$ cat src/rtl/riscv_pkg.sv
// Shared RISC-V core definitions: default widths and the writeback result
// source encoding used by the result select and the register file.
package riscv_pkg;

  localparam int unsigned XLEN_DEF          = 32;
  localparam int unsigned REG_ADDR_W_DEF    = 5;
  localparam int unsigned RESULT_SRC_W      = 2;
  localparam int unsigned WB_COUNT_W        = 32;

  // Writeback result source; RES_RSVD selects zero.
  typedef enum logic [RESULT_SRC_W-1:0] {
    RES_ALU  = 2'b00,
    RES_MEM  = 2'b01,
    RES_PC4  = 2'b10,
    RES_RSVD = 2'b11
  } result_src_e;

endpackage : riscv_pkg

$ cat src/rtl/result_mux.sv
// Writeback result select (pure combinational).
// Ports:
//   result_src_i  - result source select (result_src_e encoding)
//   alu_result_i  - ALU result candidate
//   read_data_i   - load data candidate
//   pc_plus4_i    - PC+4 (link) candidate
//   result_o      - selected value, zero for the reserved encoding
module result_mux
  import riscv_pkg::*;
#(
  parameter int unsigned DATA_WIDTH = XLEN_DEF
) (
  input  logic [RESULT_SRC_W-1:0] result_src_i,
  input  logic [DATA_WIDTH-1:0]   alu_result_i,
  input  logic [DATA_WIDTH-1:0]   read_data_i,
  input  logic [DATA_WIDTH-1:0]   pc_plus4_i,
  output logic [DATA_WIDTH-1:0]   result_o
);

  always_comb begin
    result_o = '0;
    unique case (result_src_e'(result_src_i))
      RES_ALU:  result_o = alu_result_i;
      RES_MEM:  result_o = read_data_i;
      RES_PC4:  result_o = pc_plus4_i;
      RES_RSVD: result_o = '0;
      default:  result_o = '0;
    endcase
  end

endmodule : result_mux

$ cat src/rtl/writeback_regfile.sv
// Writeback stage plus integer register file: selects the writeback result,
// commits it into a flop array, and serves two decode read ports with
// write-first bypass and a bypass-free debug read port. Counts commits.
// Ports:
//   clk, rst_n            - clock, async active-low reset (clears array/count)
//   RegWriteW, RdW        - writeback enable and destination (x0 ignored)
//   ResultSrcW            - result select: ALU / load / PC+4 / zero
//   ALUResultW, ReadDataW, PCPlus4W - result candidates
//   ResultW               - selected writeback value (combinational)
//   Rs1D, Rs2D / RD1D, RD2D - decode read ports (combinational, bypassed)
//   DbgAddr / DbgData     - debug read port (array contents only)
//   WbCount               - committed write counter, wraps
module writeback_regfile
  import riscv_pkg::*;
#(
  parameter int unsigned DATA_WIDTH             = XLEN_DEF,
  parameter int unsigned REG_FILE_ADDRESS_WIDTH = REG_ADDR_W_DEF
) (
  input  logic                              clk,
  input  logic                              rst_n,
  input  logic                              RegWriteW,
  input  logic [RESULT_SRC_W-1:0]           ResultSrcW,
  input  logic [DATA_WIDTH-1:0]             ALUResultW,
  input  logic [DATA_WIDTH-1:0]             ReadDataW,
  input  logic [DATA_WIDTH-1:0]             PCPlus4W,
  input  logic [REG_FILE_ADDRESS_WIDTH-1:0] RdW,
  input  logic [REG_FILE_ADDRESS_WIDTH-1:0] Rs1D,
  input  logic [REG_FILE_ADDRESS_WIDTH-1:0] Rs2D,
  output logic [DATA_WIDTH-1:0]             RD1D,
  output logic [DATA_WIDTH-1:0]             RD2D,
  output logic [DATA_WIDTH-1:0]             ResultW,
  input  logic [REG_FILE_ADDRESS_WIDTH-1:0] DbgAddr,
  output logic [DATA_WIDTH-1:0]             DbgData,
  output logic [WB_COUNT_W-1:0]             WbCount
);

  localparam int unsigned NUM_REGS = 1 << REG_FILE_ADDRESS_WIDTH;

  logic [DATA_WIDTH-1:0] regs_q [NUM_REGS];
  logic [WB_COUNT_W-1:0] wb_count_q;
  logic [WB_COUNT_W-1:0] wb_count_d;
  logic                  commit_c;

  // Result selection lives in its own combinational block.
  result_mux #(
    .DATA_WIDTH (DATA_WIDTH)
  ) u_result_mux (
    .result_src_i (ResultSrcW),
    .alu_result_i (ALUResultW),
    .read_data_i  (ReadDataW),
    .pc_plus4_i   (PCPlus4W),
    .result_o     (ResultW)
  );

  // Writes to x0 are dropped entirely, including from the counter.
  assign commit_c   = RegWriteW && (RdW != '0);
  assign wb_count_d = commit_c ? wb_count_q + WB_COUNT_W'(1) : wb_count_q;

  // Register array and commit counter; entry 0 is reset and never written.
  always_ff @(posedge clk or negedge rst_n) begin
    if (!rst_n) begin
      for (int i = 0; i < int'(NUM_REGS); i++) begin
        regs_q[i] <= '0;
      end
      wb_count_q <= '0;
    end else begin
      if (commit_c) begin
        regs_q[RdW] <= ResultW;
      end
      wb_count_q <= wb_count_d;
    end
  end

  // Decode reads: write-first bypass, also active while in reset so an
  // in-flight result still reaches decode.
  always_comb begin
    RD1D = '0;
    RD2D = '0;
    if (Rs1D != '0) begin
      RD1D = (commit_c && (RdW == Rs1D)) ? ResultW : regs_q[Rs1D];
    end
    if (Rs2D != '0) begin
      RD2D = (commit_c && (RdW == Rs2D)) ? ResultW : regs_q[Rs2D];
    end
  end

  // Debug read sees stored contents only.
  assign DbgData = (DbgAddr == '0) ? '0 : regs_q[DbgAddr];
  assign WbCount = wb_count_q;

endmodule : writeback_regfile
$ cat config.mk
export PLATFORM = sky130hd
export DESIGN_NAME = writeback_regfile
export DESIGN_NICKNAME = d
export VERILOG_FILES = /design/src/rtl/riscv_pkg.sv /design/src/rtl/result_mux.sv /design/src/rtl/writeback_regfile.sv
export SDC_FILE = /design/constraint.sdc
export NUM_CORES = 2
export LEC_CHECK = 0
export CAP_MARGIN = 20
export CORE_MARGIN = 3
export CORE_UTILIZATION = 52
export CTS_CLUSTER_SIZE = 25
export DETAILED_ROUTE_END_ITERATION = 8
export PLACE_DENSITY = 0.73
export SLEW_MARGIN = 20
export SYNTH_ARGS = -nofsm -noshare
export SYNTH_HDL_FRONTEND = slang
export SYNTH_HIERARCHICAL = 1
export SYNTH_SLANG_ARGS = --single-unit
$ cat constraint.sdc
create_clock -name clk -period 3 [get_ports clk]
set_clock_uncertainty 0.2 [all_clocks]
set_input_delay 0.6 -clock clk [delete_from_list [all_inputs] [get_ports clk]]
set_output_delay 0.6 -clock clk [all_outputs]
set_load 0.01 [all_outputs]
==> reports/qor.txt <==
Result of the run -> complete, but fails checks
Violations in the final reports -> negative setup slack
Hold Path Class -> input pin to async pin
DIE AREA -> 131000 sq um
Synthesized net count -> 4528
Post-detail-place hpwl -> 156000 microns
Yosys warning count -> 6
Standard-cell rows -> 129
Buffer levels on the longest clock path -> 3
Final-report hold violation count -> 0
Total negative slack -> -39560 ps
Max-cap viol count -> 0
Headroom to the max-slew limit -> 37.0%
Die X -> 361 microns
Root Buffer Master -> clkbuf_16
EDFF count, synth -> 0
Path type of the worst setup path -> flop to primary output
Fmax -> 280 MHz
Routability-driven placement congestion ratio -> 0.916
Startpoint type of the worst setup path -> flop
Number of buffers added by the clock tree synthesis step -> 114
Post-Synthesis Cell Area -> 65700 sq um
Maximum vdd ir drop -> 489 uV
Number of setup violations in the final report -> 96
H-tree lvl count -> 3
Max-slew violation total from the final report -> 0
Drt first pass iters -> 5
Maximum number of pins on one net before global-route repair -> 93
Number of stages on the worst setup path -> 6
Remaining antenna violation count after routing -> 0
Tcrit/Tclk final -> 119%
Number of synthesized register bits -> 1056
Post-synthesis average cell area -> 14.9 sq um
Internal power contribution -> 34.1 mW
Highest net fanout along the worst path -> 4
Critical path, cell by cell -> mux4_2 -> mux4_2 -> a22oi_2 -> buf_4 -> o21ai_2 -> buf_2
Routed via count divided by cell count -> 7.19
Gr usage total -> 38.1%
Pwr/cell area -> 558 nW/um^2
First-pass GRT wire length -> 364000 microns
Register clock-pin slew on the reported worst setup and hold paths -> 60 ps
Die outline height -> 361 microns
Clock net sink count -> 1056
WP buf/inv -> 2
Insertion delay of the later-clocked pin in the worst-skew pair -> 720 ps
Cells after synthesis -> 4406
Synth async-reset ratio -> 100%
Switching fraction of total power -> 30.0%
Required time at the worst-slack endpoint -> 2200 ps
Share of the yosys chip area belonging to registers -> 40.2%
Core area -> 125000 sq um
Fraction of power consumed by the clock network -> 31.1%
Period minus WS final -> 3580 ps
Proportion of power drawn by combinational gates -> 30.0%
DR iter-0 viols -> 6965
Largest incremental delay on the critical path -> 490 ps
Setup WS pre-CTS -> -1290 ps
Count of cell types in the netlist -> 61
Nets@finish -> 5597
Final setup margin -> -576 ps
Leak -> 38.6 nW
Wirelength, routed -> 254000 microns
Top cell by count, worst path -> mux4_2
Critical path's slowest cell -> mux4_2
Wire length per cell -> 35.2 microns
DRC errors left -> 0
Area delta synth->final -> 33.0%
Effective utilization at floorplan -> 52.7%
Overall power after layout -> 48.7 mW
Measured slew at the worst slew-check pin -> 943 ps
Cells on worst reg2reg path -> 6
Antenna violations before repair -> 5
Vias in the first global route -> 52400
Count of filler cells inserted in the layout -> 7741
Setup repair after global routing missed its margin -> yes
GR Overflow Total -> 0
TritonCTS clock tree -> built
Vias after detailed routing -> 51900
Most instantiated flip-flop cell in the synthesis netlist -> dfrtp_1
Largest delay share family, worst path -> multiplexers
CP Capture Type -> primary output
Switching pwr -> 14.6 mW
Endpoint arrival time on the critical path -> 2780 ps
Sequential share of power -> 38.9%
Top-Level Pins -> 281
Layout cells sized above 1 -> 65.5%
Number of input and output port buffers inserted -> 280
sequential cells by signal (all words and copies together), names as in the netlist:
signal   cells
WbCount     32
regs_q    1024
kinds of logic (layout without fill, tap and decap cells):
group           Yosys count  after routing  share of synthesized area, %
buf+inv                 529           1695                          4.04
simple gates            333            334                          2.50
flops                  1056           1056                          40.2
compound gates          381            381                          4.22
other cells               0              6                             0
fa+ha+maj                 1              1                        0.0190
xor+xnor                 41             41                         0.547
mux                    2065           2065                          48.5
synth_stat cells (34+ instances only):
library cell,instances,area share (%)
dfrtp_1,1056,40
mux2_2,992,17
mux4_2,793,27
mux2i_1,280,4.3
clkbuf_1,279,1.6
nand2_1,105,0.60
buf_2,93,0.71
buf_1,74,0.42
nor2_1,73,0.42
a221oi_1,72,0.96
a22oi_1,68,0.78
o21ai_0,57,0.43
a21oi_1,51,0.39
nor2b_1,48,0.46
a211oi_1,37,0.42
buf_4,34,0.39
xnor2_1,34,0.45
metal layers:
layer  part of all wire, %  wire length [microns]  vias to the layer above  track usage [%]
li1                      -                      -                    19700                -
met1                    35                  90100                    26800             50.1
met2                    44                 113000                     4254             56.4
met3                    13                  33400                     1071             12.0
met4                   7.0                  17900                        6             21.5
met5                 0.013                     34                        -                0
power groups by stage:
stage / clock, mW / combinational (mW) / sequential, mW
after detailed placement: 0 / 12.9 / 19.0
after floorplan: 0 / 8.11 / 18.3
final: 15.2 / 14.6 / 19.0
after global placement: 0 / 12.6 / 18.7
after CTS: 15.2 / 13.9 / 18.7
after global routing: 15.8 / 15.3 / 19.2
cells in the final DEF (no fill, tap or decap), drive strengths merged, types with 22 or more instances in the layout:
cell,instances
nand2,105
nor2b,50
a211oi,37
dfrtp,1056
nor2,73
mux2i,280
nor3,32
clkdlybuf4s50,137
a221oi,74
a22oi,68
mux2,992
buf,1302
o21ai,77
xnor2,34
a21oi,51
clkinv,22
o2bb2ai,32
clkbuf,166
mux4,793
what timing repair did:
item / in CTS / in global routing
setup endpoints to repair: 107 / 113
hold buffers: 1 / 0
gates cloned: 30 / 8
resized for setup: 881 / 212
setup buffers: 218 / 84
hold endpoints to repair: 113 / 0
pin swaps: 155 / 124
area by class of cell:
class | instances | area, sq um | area share, %
antenna | 6 | 15.0 | 0.0172
clock buffer | 157 | 3230 | 3.69
clock inverter | 57 | 752 | 0.860
tap | 1637 | 2050 | 2.34
inverter | 4 | 15.0 | 0.0172
multi-input combinational | 2822 | 38800 | 44.4
sequential | 1056 | 26400 | 30.2
timing repair buffer | 1477 | 16200 | 18.5
worst paths after layout:
kind	startpoint	to	slack, ps
min in group clk	regs_q[1023]$_DFFE_PN0P_	regs_q[1023]$_DFFE_PN0P_	220
worst max register to register	WbCount[10]$_DFFE_PN0P_	WbCount[31]$_DFFE_PN0P_	770
worst max-delay path	regs_q[268]$_DFFE_PN0P_	RD2D[12]	-580
max in group asynchronous	rst_n	regs_q[693]$_DFFE_PN0P_	1390
worst min register to register	regs_q[1023]$_DFFE_PN0P_	regs_q[1023]$_DFFE_PN0P_	220
worst min-delay path	rst_n	regs_q[39]$_DFFE_PN0P_	200
stage by stage:
step	hold WS [ps]	area (sq um)	cells	util (%)
2_1_floorplan	104	66400	4406	-
3_3_place_gp	195	77800	6704	62.5
3_5_place_dp	205	77800	6704	62.5
4_1_cts	183	86100	7146	69.1
5_1_grt	220	87400	7211	70.1
6_report	201	87400	7216	70.1
worst register-to-register path, delay by kind of cell (launching register included):
kind             cells  cell delay, ps
XOR/XNOR             1             130
AND/OR/NAND/NOR      5            1320
flip-flops           1             460
Note: power is estimated with default switching activity, not from simulation.
